[config.mk]
export PLATFORM = sky130hd
export DESIGN_NAME = keylock_fsm
export DESIGN_NICKNAME = d
export VERILOG_FILES = /design/src/rtl/keylock_fsm.sv
export SDC_FILE = /design/constraint.sdc
export NUM_CORES = 1
export LEC_CHECK = 0
export ABC_AREA = 1
export CELL_PAD_IN_SITES_DETAIL_PLACEMENT = 2
export CELL_PAD_IN_SITES_GLOBAL_PLACEMENT = 2
export CORE_ASPECT_RATIO = 2
export CORE_UTILIZATION = 30
export DETAILED_ROUTE_END_ITERATION = 6
export GPL_TIMING_DRIVEN = 1
export PLACE_DENSITY = 0.87
export SLEW_MARGIN = 30
export SYNTH_ARGS = -nofsm -noshare
export SYNTH_HDL_FRONTEND = slang
export SYNTH_SLANG_ARGS = --single-unit
[constraint.sdc]
create_clock -name clk -period 3.9 [get_ports clk]
set_input_delay 0.39 -clock clk [delete_from_list [all_inputs] [get_ports clk]]
set_output_delay 0.39 -clock clk [all_outputs]
set_load 0.01 [all_outputs]
[src/rtl/keylock_fsm.sv]
// -----------------------------------------------------------------------------
// keylock_fsm
//
// Clocked keypad lock. Digits arrive one per key_valid strobe from the keypad
// debouncer/encoder. A full CODE_LEN-digit entry is compared against the stored
// code, and a match unlocks the block. Consecutive failed entries are counted.
// MAX_FAIL of them force a timed lockout with the alarm raised.
//
// Optional feature macro: KEYLOCK_PROG_EN
//   Defined   : while UNLOCKED, a prog pulse enters PROG. The next CODE_LEN
//               digits become the new code.
//   Undefined : the code is the constant DEFAULT_CODE and prog is ignored.
//
// Ports
//   clk        in   single clock, rising edge
//   reset      in   synchronous, active-high
//   key_valid  in   one-cycle strobe qualifying key
//   key        in   [DIGIT_W-1:0] digit value
//   relock     in   relock / abort the current entry
//   prog       in   start code programming (KEYLOCK_PROG_EN only)
//   locked     out  0 only in UNLOCKED / PROG
//   alarm      out  1 only in LOCKOUT
//   fail_count out  consecutive failed entries
//   digit_idx  out  digits accepted in the current entry / programming
// -----------------------------------------------------------------------------
module keylock_fsm #(
  parameter int DIGIT_W        = 4,
  parameter int CODE_LEN       = 6,
  parameter int MAX_FAIL       = 3,
  parameter int LOCKOUT_CYCLES = 16,
  parameter logic [CODE_LEN*DIGIT_W-1:0] DEFAULT_CODE = 24'h335256
) (
  input  logic                              clk,
  input  logic                              reset,
  input  logic                              key_valid,
  input  logic [DIGIT_W-1:0]                key,
  input  logic                              relock,
  input  logic                              prog,
  output logic                              locked,
  output logic                              alarm,
  output logic [$clog2(MAX_FAIL+1)-1:0]     fail_count,
  output logic [$clog2(CODE_LEN+1)-1:0]     digit_idx
);

  localparam int FC_W  = $clog2(MAX_FAIL + 1);
  localparam int DI_W  = $clog2(CODE_LEN + 1);
  localparam int CNT_W = (LOCKOUT_CYCLES > 1) ? $clog2(LOCKOUT_CYCLES) : 1;
  localparam int CODE_W = CODE_LEN * DIGIT_W;

  typedef enum logic [1:0] {
    ST_ENTRY    = 2'd0,
    ST_UNLOCKED = 2'd1,
    ST_LOCKOUT  = 2'd2
`ifdef KEYLOCK_PROG_EN
    , ST_PROG   = 2'd3
`endif
  } state_t;

  // Registers
  state_t              r_state;
  logic [DI_W-1:0]     r_digit_idx;
  logic                r_err;
  logic [FC_W-1:0]     r_fail_count;
  logic [CNT_W-1:0]    r_lock_cnt;
  logic                r_locked;
  logic                r_alarm;

  // Next-state wires
  state_t              w_state_next;
  logic [DI_W-1:0]     w_digit_idx_next;
  logic                w_err_next;
  logic [FC_W-1:0]     w_fail_count_next;
  logic [CNT_W-1:0]    w_lock_cnt_next;
  logic                w_locked_next;
  logic                w_alarm_next;

  // Code storage
  logic [CODE_W-1:0]   w_code;
  logic [DIGIT_W-1:0]  w_code_digit [CODE_LEN];
  logic [DIGIT_W-1:0]  w_exp_digit;
  logic                w_err_acc;
  logic                w_last;
  logic [FC_W-1:0]     w_fail_inc;

`ifdef KEYLOCK_PROG_EN
  logic [CODE_W-1:0]   r_code;
  logic [CODE_W-1:0]   r_shadow;
  logic [CODE_W-1:0]   w_code_next;
  logic [CODE_W-1:0]   w_shadow_next;
  logic [CODE_W-1:0]   w_shadow_wr;

  assign w_code = r_code;
`else
  logic                w_unused_prog;

  assign w_code        = DEFAULT_CODE;
  assign w_unused_prog = prog;
`endif

  // Digit 0 of the code lives in the most-significant digit slot.
  genvar gi;
  generate
    for (gi = 0; gi < CODE_LEN; gi++) begin : g_code_digit
      assign w_code_digit[gi] = w_code[(CODE_LEN-1-gi)*DIGIT_W +: DIGIT_W];
    end
  endgenerate

  always_comb begin
    w_exp_digit = '0;
    for (int i = 0; i < CODE_LEN; i++) begin
      if (r_digit_idx == DI_W'(i)) w_exp_digit = w_code_digit[i];
    end
  end

  // The error flag is sticky across the entry, so a wrong digit never aborts
  // early and an observer cannot learn which position was wrong.
  assign w_err_acc  = r_err | (key != w_exp_digit);
  assign w_last     = (r_digit_idx == DI_W'(CODE_LEN - 1));
  assign w_fail_inc = r_fail_count + 1'b1;

`ifdef KEYLOCK_PROG_EN
  // Shadow with the current key written into slot digit_idx.
  always_comb begin
    w_shadow_wr = r_shadow;
    for (int i = 0; i < CODE_LEN; i++) begin
      if (r_digit_idx == DI_W'(i)) w_shadow_wr[(CODE_LEN-1-i)*DIGIT_W +: DIGIT_W] = key;
    end
  end
`endif

  // ---------------------------------------------------------------------------
  // State register
  // ---------------------------------------------------------------------------
  always_ff @(posedge clk) begin
    if (reset) begin
      r_state      <= ST_ENTRY;
      r_digit_idx  <= '0;
      r_err        <= 1'b0;
      r_fail_count <= '0;
      r_lock_cnt   <= '0;
      r_locked     <= 1'b1;
      r_alarm      <= 1'b0;
`ifdef KEYLOCK_PROG_EN
      r_code       <= DEFAULT_CODE;
      r_shadow     <= '0;
`endif
    end else begin
      r_state      <= w_state_next;
      r_digit_idx  <= w_digit_idx_next;
      r_err        <= w_err_next;
      r_fail_count <= w_fail_count_next;
      r_lock_cnt   <= w_lock_cnt_next;
      r_locked     <= w_locked_next;
      r_alarm      <= w_alarm_next;
`ifdef KEYLOCK_PROG_EN
      r_code       <= w_code_next;
      r_shadow     <= w_shadow_next;
`endif
    end
  end

  // ---------------------------------------------------------------------------
  // Next-state logic. Priority: relock > prog > key_valid.
  // ---------------------------------------------------------------------------
  always_comb begin
    w_state_next      = r_state;
    w_digit_idx_next  = r_digit_idx;
    w_err_next        = r_err;
    w_fail_count_next = r_fail_count;
    w_lock_cnt_next   = r_lock_cnt;
`ifdef KEYLOCK_PROG_EN
    w_code_next       = r_code;
    w_shadow_next     = r_shadow;
`endif

    case (r_state)
      ST_ENTRY: begin
        if (relock) begin
          w_digit_idx_next = '0;
          w_err_next       = 1'b0;
        end else if (key_valid) begin
          if (w_last) begin
            w_digit_idx_next = '0;
            w_err_next       = 1'b0;
            if (!w_err_acc) begin
              w_state_next      = ST_UNLOCKED;
              w_fail_count_next = '0;
            end else if (w_fail_inc >= FC_W'(MAX_FAIL)) begin
              w_fail_count_next = FC_W'(MAX_FAIL);
              w_state_next      = ST_LOCKOUT;
              w_lock_cnt_next   = CNT_W'(LOCKOUT_CYCLES - 1);
            end else begin
              w_fail_count_next = w_fail_inc;
            end
          end else begin
            w_digit_idx_next = r_digit_idx + 1'b1;
            w_err_next       = w_err_acc;
          end
        end
      end

      ST_UNLOCKED: begin
        if (relock) begin
          w_state_next     = ST_ENTRY;
          w_digit_idx_next = '0;
          w_err_next       = 1'b0;
`ifdef KEYLOCK_PROG_EN
        end else if (prog) begin
          w_state_next     = ST_PROG;
          w_digit_idx_next = '0;
`endif
        end
      end

      // Counter was loaded with LOCKOUT_CYCLES-1 on entry, so the exit edge
      // lands exactly LOCKOUT_CYCLES cycles after the entry edge.
      ST_LOCKOUT: begin
        if (r_lock_cnt == '0) begin
          w_state_next      = ST_ENTRY;
          w_fail_count_next = '0;
          w_digit_idx_next  = '0;
          w_err_next        = 1'b0;
        end else begin
          w_lock_cnt_next = r_lock_cnt - 1'b1;
        end
      end

`ifdef KEYLOCK_PROG_EN
      ST_PROG: begin
        if (relock) begin
          w_state_next     = ST_ENTRY;
          w_digit_idx_next = '0;
          w_err_next       = 1'b0;
        end else if (key_valid) begin
          w_shadow_next = w_shadow_wr;
          if (w_last) begin
            w_code_next      = w_shadow_wr;
            w_digit_idx_next = '0;
            w_state_next     = ST_UNLOCKED;
          end else begin
            w_digit_idx_next = r_digit_idx + 1'b1;
          end
        end
      end
`endif

      default: begin
        w_state_next     = ST_ENTRY;
        w_digit_idx_next = '0;
        w_err_next       = 1'b0;
      end
    endcase
  end

  // ---------------------------------------------------------------------------
  // Output logic, decoded from the next state so the outputs come out of
  // registers and change on the same edge as the state.
  // ---------------------------------------------------------------------------
  always_comb begin
    w_locked_next = 1'b1;
    w_alarm_next  = 1'b0;
    case (w_state_next)
      ST_UNLOCKED: w_locked_next = 1'b0;
`ifdef KEYLOCK_PROG_EN
      ST_PROG:     w_locked_next = 1'b0;
`endif
      ST_LOCKOUT:  w_alarm_next  = 1'b1;
      default:     w_locked_next = 1'b1;
    endcase
  end

  assign locked     = r_locked;
  assign alarm      = r_alarm;
  assign fail_count = r_fail_count;
  assign digit_idx  = r_digit_idx;

endmodule

==> results.md, run 1 <==
* Hold_ws at 480 ps
* Clock group share of total power at between 30% and 40%
* Worst reg2reg path startpoint: digit_idx[2]
* Total of max-cap violations at 0
* Reg power frac at a little under half
* Synth Flop Type: dfxtp_1
* WHS Endpoint: r_lock_cnt[2]
* Drt wl/cell at approximately 15 um
* Layout cell share with drive strength beyond 1 at 16.9%
* Vias/cell at 5.20
* Psw at 78.6 uW
* Combinational group share of total power at 13.3%
* ANT nets after route at 0
* Total leakage power at between 0.5 and 0.6 nW
* Peak supply drop at 0.163 mV
* Most common cell after layout, fill and taps aside: nand2_1
* Storage cell area at around 280 um2
* Synth Cell Area at around 900 um2
* Commonest non-fill, non-tap cells in the layout: nand2_1, inv_1, dfxtp_1, clkdlybuf4s50_1, nand3_1
* Final WL at 2.75 mm
* Minimum clock period after layout at 1810 ps
* IO Port Bufs at 14
* Fin util at about two fifths
* EDFF count, synth at 0
* Drt pass-1 iters at 2
* R2R setup slack at 2090 ps
* Root Buffer: clkbuf_8
* Inserted Clock Buffers at 3
* Grt ovf at 0
* Mapped Nets at 150
* # rows at 28
* Syn. warnings at 0
* R2r worst-path depth at 11
* Die Span X at between 40 and 50 um
* Slew Limit Fails at 0
* Clock Latency Late Sink at approximately 250 ps
* Syn_area_per_cell at approximately 6.7 um2
* Final Skew at roughly 4 ps
* DP Wirelength at between 2 and 2.5 mm
* Overall Global Routing Usage at 20.0%
* Critical path class: reg2reg
* Final #Nets at roughly 170
* Top Ports at 16
* Final Hold Fails at 0
* Post-CTS Setup Bufs at 0
* Post-CTS Resized at 0
* Mapped Cells at roughly 140
* CTS max path bufs at 2
* Worst Path Required at 4080 ps
* Sw Ratio at between 20% and 30%
* First-pass GRT wire length at around 4.5 mm
* Largest net degree at the start of global routing at 10
* Crit share post-route at a little under half
* Run status: complete, no violations
* Worst Tran Pin Value at about 440 ps
* Worst Setup Start Kind: flop
* CTS Hold Bufs at 0
* Setup tns final at 0 ps
* Hold Path Depth at 2
* Post-synthesis register bit count at 14
* Vias in the first global route at 1076
* Slew HR at 70.5%
* Worst R2R End: r_lock_cnt[3]
* Initial DRC Count at 7
* RSZ-0062 raised after global routing: false
* Worst Slack Setup Final at roughly 2100 ps
* H-tree depth at 1
* Die area at approximately 3300 um2
* Area of the multi-input gates at about 550 um2
* Int Power at ~230 uW
* Largest cells by area after synthesis: dfxtp_1, nand2_1, inv_1, nand3_1, a21oi_1
* Post-synth top area share at between 30% and 40%
* Sink Count at 14
* # DRC at 0
* Hold Crit Class: reg2reg
* DIE HEIGHT at approximately 80 um
* Initial antenna violation count at 0
* Via count at ~960
* P&R area growth vs syn at 23.3%
* N_diodes at 0
* Pre-CTS WS at 1970 ps
* CTS tree: yes
* F_max at 0.551 GHz
* CP Max Fanout at 6
* Cell variety after synth at 24
* CP Data Arrival Time at a little under 2000 ps
* Leading area contributor after synthesis: dfxtp_1
* Pwr Density at approximately 270 nW/um2
* Core area at 2940 um2
* GPL Wtd Cong at about 0.7
* Post-synthesis sequential area ratio at 30.4%
* Initial Util at a little under a third
* Total power at approximately 310 uW
* Hold Crit Start: r_lock_cnt[2]
* Ys async rst share at 0%
* # setup viols final at 0
* Critical Path Sink Type: flop
* Fillers at about 370
* Clock-pin slew of the registers on the worst-case setup and hold paths at 60 ps
## metrics by stage
stage / area, um2 / std cells
finish: 1140 / 184
global route: 1140 / 184
CTS: 1140 / 184
detailed placement: 1100 / 181
global placement: 1100 / 181
floorplan: 923 / 138
## cells by family after synthesis
logic type / count (synthesis) / share of synthesized area (%)
flip-flops: 14 / 30.4
AND/OR/NAND/NOR: 80 / 45.7
adder cells (fa/ha/maj): 3 / 4.07
AO/OA/AOI/OAI: 16 / 9.76
buffers and inverters: 25 / 10.2
## power groups by stage
stage	logic, mW	clock network [mW]	registers [mW]
after floorplan	0.0250	0	0.151
after global placement	0.0401	0	0.151
after detailed placement	0.0420	0	0.151
after CTS	0.0422	0.125	0.148
after global routing	0.0461	0.129	0.148
final	0.0412	0.122	0.148
## worst max path at each step
| stage | end | from | slack (ps) |
|---|---|---|---|
| after floorplan | locked | digit_idx[2] | 2320 |
| after global placement | r_err | relock | 2030 |
| after detailed placement | r_err | relock | 1970 |
| after CTS | r_lock_cnt[3] | digit_idx[2] | 2030 |
| after global routing | r_lock_cnt[3] | digit_idx[0] | 1860 |
| final | r_lock_cnt[3] | digit_idx[2] | 2090 |
## cells in the mapped netlist, types with 2 or more instances
library cell,number
a21oi_2,2
ha_1,3
inv_1,21
o21ai_0,4
a21oi_1,9
nor2_2,3
nand3_1,13
nand2_2,6
dfxtp_1,14
nor2_1,9
nand2_4,2
nand2_1,36
or2_2,2
nand4_1,2
inv_2,3
## metal layers
layer | part of all wire, % | global-route usage (%)
met5 | 0 | 0
met4 | 3.8 | 11.3
met3 | 1.9 | 1.93
met2 | 63 | 40.5
met1 | 31 | 14.9
## layout make-up
class	instances	area share, %
Inverter	24	7.91
Clock buffer	3	3.63
Timing Repair Buffer	14	12.3
Multi-Input combinational cell	99	48.2
Sequential cell	14	24.6
Tap cell	30	3.30
## flip-flops by register name (all words and copies together), names as in the netlist
signal      count
fail_count      2
r_state         2
r_err           1
locked          1
alarm           1
r_lock_cnt      4
digit_idx       3
## critical path, stage by stage (launching register included)
cell     delay, ps
dfxtp_1        440
inv_1          100
ha_1           220
nor2_1         140
nand2_1        100
nand3_1        130
nand2_2         80
nor2_4         150
nand3_4        120
nand2_4        110
nand2_2         50
a21oi_2        110
(Power assumes the default switching activity.)
==> run 2: changes to the inputs <==
--- a/config.mk
+++ b/config.mk
@@ -9,10 +9,10 @@
 export CELL_PAD_IN_SITES_DETAIL_PLACEMENT = 2
 export CELL_PAD_IN_SITES_GLOBAL_PLACEMENT = 2
 export CORE_ASPECT_RATIO = 2
-export CORE_UTILIZATION = 30
+export CORE_UTILIZATION = 28
 export DETAILED_ROUTE_END_ITERATION = 6
 export GPL_TIMING_DRIVEN = 1
-export PLACE_DENSITY = 0.87
+export PLACE_DENSITY = 0.82
 export SLEW_MARGIN = 30
 export SYNTH_ARGS = -nofsm -noshare
 export SYNTH_HDL_FRONTEND = slang
==> constraint.sdc (replaced) <==
create_clock -name clk -period 1.8 [get_ports clk]
set_input_delay 0.18 -clock clk [delete_from_list [all_inputs] [get_ports clk]]
set_output_delay 0.18 -clock clk [all_outputs]
set_load 0.01 [all_outputs]
==> results.md, run 2 (synthesized netlist as in run 1, its figures left out) <==
* Run status: complete, no violations
* GPL Wtd Cong at 0.838 (+21%)
* Largest register FFs at 4 (unchanged)
* Clock Latency Late Sink at 260 ps (about the same)
* Layout cell share with drive strength beyond 1 at 22.6% (+5.8 points)
* Final Skew at 4.00 ps (-0.113 ps)
* DIE HEIGHT at 83.2 um (+3.4%)
* Placed Instance Area at 1140 um2 (+3.5%)
* Worst Tran Pin Value at 276 ps (-166 ps)
* CTS max path bufs at 2 (unchanged)
* Overall Global Routing Usage at 18.4% (-1.6 points)
* CP Data Arrival Time at 1790 ps (-200 ps)
* Initial antenna violation count at 0 (unchanged)
* DP Wirelength at 2.44 mm (+6.5%)
* Peak supply drop at 0.456 mV (+180%)
* R2R setup slack at 160 ps (-1930 ps)
* Vias in the first global route at 1142 (+6.1%)
* # DRC at 0 (unchanged)
* Setup tns final at 0 ps (unchanged)
* # setup viols final at 0 (unchanged)
* Clock group share of total power at 39.0% (-0.2 points)
* Fin util at 38.0% (-0.64 points)
* Worst reg2reg path startpoint: r_lock_cnt[0]
* Slew HR at 81.5% (+11 points)
* Critical Path Sink Type: flop
* Hold Crit Start: r_err
* Pre-CTS WS at 131 ps (-1840 ps)
* Initial Util at 29.3% (-2.1 points)
* Commonest non-fill, non-tap cells in the layout: nand2_1, inv_1, dfxtp_1, clkdlybuf4s50_1, nand3_1
* Sink Count at 14 (unchanged)
* Clock-pin slew of the registers on the worst-case setup and hold paths at 60 ps (about the same)
* Reg power frac at 45.7% (-1.8 points)
* Total of max-cap violations at 0 (unchanged)
* RSZ-0062 raised after global routing: false
* Top Ports at 16 (unchanged)
* Die area at 3550 um2 (+6.9%)
* Cell area after layout at 1200 um2 (+5.5%)
* Total leakage power at 0.556 nW (+5.5%)
* First-pass GRT wire length at 4.96 mm (+11%)
* # rows at 29 (+3.6%)
* Worst Setup Start Kind: flop
* Hold Path Depth at 2 (unchanged)
* Final Hold Fails at 0 (unchanged)
* Vias/cell at 5.21 (+0.18%)
* ANT nets after route at 0 (unchanged)
* Die Span X at 42.6 um (+3.3%)
* CTS tree: yes
* Minimum clock period after layout at 1640 ps (-173 ps)
* Most common cell after layout, fill and taps aside: nand2_1
* Worst R2R End: digit_idx[1]
* CP Max Fanout at 4 (-2)
* Hold Crit Class: reg2reg
* Final #Nets at 173 (+3.0%)
* Inserted Clock Buffers at 3 (unchanged)
* P&R area growth vs syn at 30.1%
* Initial DRC Count at 10 (+3)
* Grt ovf at 0 (unchanged)
* Drt pass-1 iters at 3 (+1)
* Core area at 3160 um2 (+7.3%)
* F_max at 0.609 GHz (+11%)
* WHS Endpoint: r_err
* H-tree depth at 1 (unchanged)
* R2r worst-path depth at 8 (-3)
* Crit share post-route at 91.2% (+45 points)
* Sw Ratio at 26.3% (+1.0 points)
* Post-CTS Setup Bufs at 0 (unchanged)
* Final WL at 2.91 mm (+5.8%)
* Drt wl/cell at 15.3 um (+2.5%)
* Combinational group share of total power at 15.3% (+2.0 points)
* Largest net degree at the start of global routing at 8 (-2)
* N_diodes at 0 (unchanged)
* Int Power at 510 uW (+120%)
* Via count at 989 (+3.5%)
* Worst Slack Setup Final at 159 ps (-1930 ps)
* Psw at 182 uW (+130%)
* Critical path class: reg2reg
* Most flops, register: r_lock_cnt
* Slew Limit Fails at 0 (unchanged)
* IO Port Bufs at 14 (unchanged)
* Pwr Density at 577 nW/um2 (+110%)
* Root Buffer: clkbuf_8
* Worst Path Required at 1950 ps (-2130 ps)
==> run 2: changes by cell type in the layout (fill, tap and decap cells not counted), sizes merged <==
cell and delta:
buf +5
==> run 2: per-layer routing <==
layer / GRT usage (%) / vias to the layer above / routed length (um)
met2: 38.7 / 16 / 1800
met1: 14.8 / 484 / 922
met3: 2.61 / 11 / 62
met4: 8.81 / 0 / 121
met5: 0 / - / 0
li1: - / 478 / -
==> run 2: how the worst max path moves through the flow <==
| stage | startpoint | to | slack [ps] | cells past startpoint |
|---|---|---|---|---|
| floorplan | digit_idx[2] | locked | 220 | 12 |
| global placement | relock | digit_idx[1] | 190 | 7 |
| detailed placement | relock | digit_idx[1] | 130 | 7 |
| CTS | r_lock_cnt[0] | digit_idx[1] | 110 | 8 |
| global route | digit_idx[1] | fail_count[0] | 3 | 10 |
| finish | r_lock_cnt[0] | digit_idx[1] | 160 | 8 |
==> run 2: area by class of cell <==
class | instances | area [um2]
fillers | 385 | 1960
multi-input cells | 99 | 573
flip-flops and latches | 14 | 280
repair buffers | 19 | 178
inverters | 24 | 90.1
clock buffers | 3 | 41.3
well taps | 31 | 38.8
==> run 2: per-stage QoR <==
stage	power [mW]	cells	hold slack (ps)
2_1_floorplan	0.381	138	357
3_3_place_gp	0.421	187	451
3_5_place_dp	0.427	187	474
4_1_cts	0.698	190	487
5_1_grt	0.718	190	508
6_report	0.693	190	481
==> run 2: what timing repair did <==
action,4_1_cts,5_1_grt
hold endpoints to repair,0,0
hold buffers,0,0
gates resized for setup,0,6
endpoints found under the setup margin,0,10
==> run 2: power by group through the flow <==
| stage | Clock [mW] | Combinational [mW] | Sequential [mW] |
|---|---|---|---|
| 2_1_floorplan | 0 | 0.0542 | 0.326 |
| 3_3_place_gp | 0 | 0.0988 | 0.323 |
| 3_5_place_dp | 0 | 0.104 | 0.323 |
| 4_1_cts | 0.277 | 0.105 | 0.316 |
| 5_1_grt | 0.285 | 0.116 | 0.317 |
| 6_report | 0.270 | 0.106 | 0.317 |
==> run 2: critical path, cell delays in order (launching register included) <==
cell and delay [ps]:
dfxtp_1 310, inv_1 130, ha_1 210, nand3_1 140, nand2_1 170, nand2_1 130
buf_4 170, a22oi_1 210, nor2_1 60
==> run 3: changes to the inputs <==
--- a/config.mk
+++ b/config.mk
@@ -8,7 +8,6 @@
 export ABC_AREA = 1
 export CELL_PAD_IN_SITES_DETAIL_PLACEMENT = 2
 export CELL_PAD_IN_SITES_GLOBAL_PLACEMENT = 2
-export CORE_ASPECT_RATIO = 2
 export CORE_UTILIZATION = 28
 export DETAILED_ROUTE_END_ITERATION = 6
 export GPL_TIMING_DRIVEN = 1
==> results.md, run 3 (synthesized netlist as in run 1, its figures left out) <==
* Hold Path Depth at 2 (unchanged)
* Int Power at 484 uW (-5.2%)
* Total power at 647 uW (-6.5%)
* Run status: complete, no violations
* ANT nets after route at 0 (unchanged)
* P&R area growth vs syn at 29.9%
* Initial Util at 29.8% (+0.51 points)
* DP Wirelength at 2.14 mm (-12%)
* Total leakage power at 0.555 nW (about the same)
* Via count at 946 (-4.3%)
* Drt wl/cell at 12.5 um (-18%)
* Final #Nets at 173 (unchanged)
* Final WL at 2.55 mm (-12%)
* DIE HEIGHT at 59.4 um (-29%)
* Pwr Density at 540 nW/um2 (-6.4%)
* Psw at 164 uW (-10%)
* CP Data Arrival Time at 1780 ps (about the same)
* Overall Global Routing Usage at 16.9% (-1.6 points)
* Most flops, register: r_lock_cnt
* Slew HR at 83.4% (+2.0 points)
* Top Ports at 16 (unchanged)
* Final Hold Fails at 0 (unchanged)
* # setup viols final at 0 (unchanged)
* Final Skew at 1.41 ps (-2.59 ps)
* Post-CTS Setup Bufs at 0 (unchanged)
* Most common cell after layout, fill and taps aside: nand2_1
* CTS tree: yes
* Total of max-cap violations at 0 (unchanged)
* Layout cell share with drive strength beyond 1 at 20.6% (-2.0 points)
* Critical path class: reg2reg
* Sw Ratio at 25.3% (-1.1 points)
* Clock-pin slew of the registers on the worst-case setup and hold paths at 90 ps (+30 ps)
* Inserted Clock Buffers at 3 (unchanged)
* GPL Wtd Cong at 0.732 (-13%)
* # DRC at 0 (unchanged)
* Die Span X at 59.4 um (+39%)
* Setup tns final at 0 ps (unchanged)
* CP Max Fanout at 3 (-1)
* H-tree depth at 1 (unchanged)
* Crit share post-route at 88.7% (-2.5 points)
* Clock group share of total power at 35.6% (-3.4 points)
* Worst Setup Start Kind: flop
* Worst Path Required at 1980 ps (+30 ps)
* Reg power frac at 48.8% (+3.1 points)
* R2r worst-path depth at 13 (+5)
* Die area at 3530 um2 (-0.39%)
* Worst Tran Pin Value at 246 ps (-29.1 ps)
* F_max at 0.626 GHz (+2.8%)
* CTS Hold Bufs at 0 (unchanged)
* Vias/cell at 4.64 (-11%)
* RSZ-0062 raised after global routing: true
* Hold Crit Class: reg2reg
* CTS max path bufs at 2 (unchanged)
* Largest register FFs at 4 (unchanged)
* # rows at 20 (-31%)
* N_diodes at 0 (unchanged)
* Initial DRC Count at 26 (+16)
* Peak supply drop at 0.300 mV (-34%)
* Clock Latency Late Sink at 280 ps (+20 ps)
* Commonest non-fill, non-tap cells in the layout: nand2_1, inv_1, dfxtp_1, clkdlybuf4s50_1, nand3_1
* Combinational group share of total power at 15.6% (+0.3 points)
* IO Port Bufs at 14 (unchanged)
* Post-CTS Resized at 0 (unchanged)
* Sink Count at 14 (unchanged)
* Slew Limit Fails at 0 (unchanged)
* Fin util at 38.7% (+0.62 points)
* Root Buffer: clkbuf_4
* First-pass GRT wire length at 4.38 mm (-12%)
* Drt pass-1 iters at 3 (unchanged)
* Core area at 3100 um2 (-1.7%)
* Largest net degree at the start of global routing at 9 (+1)
* Vias in the first global route at 1016 (-11%)
* Initial antenna violation count at 0 (unchanged)
* Minimum clock period after layout at 1600 ps (-44.5 ps)
* Critical Path Sink Type: flop
* Grt ovf at 0 (unchanged)
==> run 3: metal layers <==
| layer | up-vias | track usage, % | share of wire, % |
|---|---|---|---|
| li1 | 479 | - | - |
| met1 | 453 | 19.4 | 44 |
| met2 | 10 | 30.5 | 53 |
| met3 | 4 | 3.28 | 1.9 |
| met4 | 0 | 6.12 | 1.3 |
| met5 | - | 0 | 0 |
==> run 3: power by group through the flow <==
stage          Clock [mW]  Sequential (mW)  Combinational (mW)
2_1_floorplan           0            0.326              0.0542
3_3_place_gp            0            0.323              0.0968
3_5_place_dp            0            0.323               0.101
4_1_cts             0.244            0.316               0.101
5_1_grt             0.251            0.316               0.113
6_report            0.231            0.316               0.101
==> run 3: worst paths after layout <==
check	start	to	slack, ps
worst min register to register	r_err	r_err	480
worst max-delay path	digit_idx[0]	locked	200
worst min-delay path	r_err	r_err	480
worst max register to register	digit_idx[0]	locked	200
==> run 3: final cells by class <==
cell class | instances | area (um2)
sequential | 14 | 280
multi-input combinational | 99 | 561
clock buffer | 4 | 36.3
fill | 402 | 1900
timing repair buffer | 19 | 178
tap | 44 | 55.1
inverter | 24 | 90.1
==> run 3: per-stage QoR <==
stage / std cells / worst slack, ps / cell area, um2 / hold slack, ps
floorplan: 138 / 223 / 923 / 357
global placement: 200 / 220 / 1150 / 454
detailed placement: 200 / 142 / 1150 / 474
CTS: 204 / 129 / 1190 / 489
global route: 204 / -11.6 / 1200 / 507
finish: 204 / 203 / 1200 / 481
==> run 3: worst max-delay path, cell delays in order (launching register included) <==
cell and delay, ps:
dfxtp_1 320, nand2_1 90, inv_1 50, ha_1 200
nor2_2 110, nand2_1 80, nand3_1 100, nand2_2 70
nor2_4 140, nand3_1 100, nand2_1 70, nand2_1 60
nand2_1 70, nand2_1 50
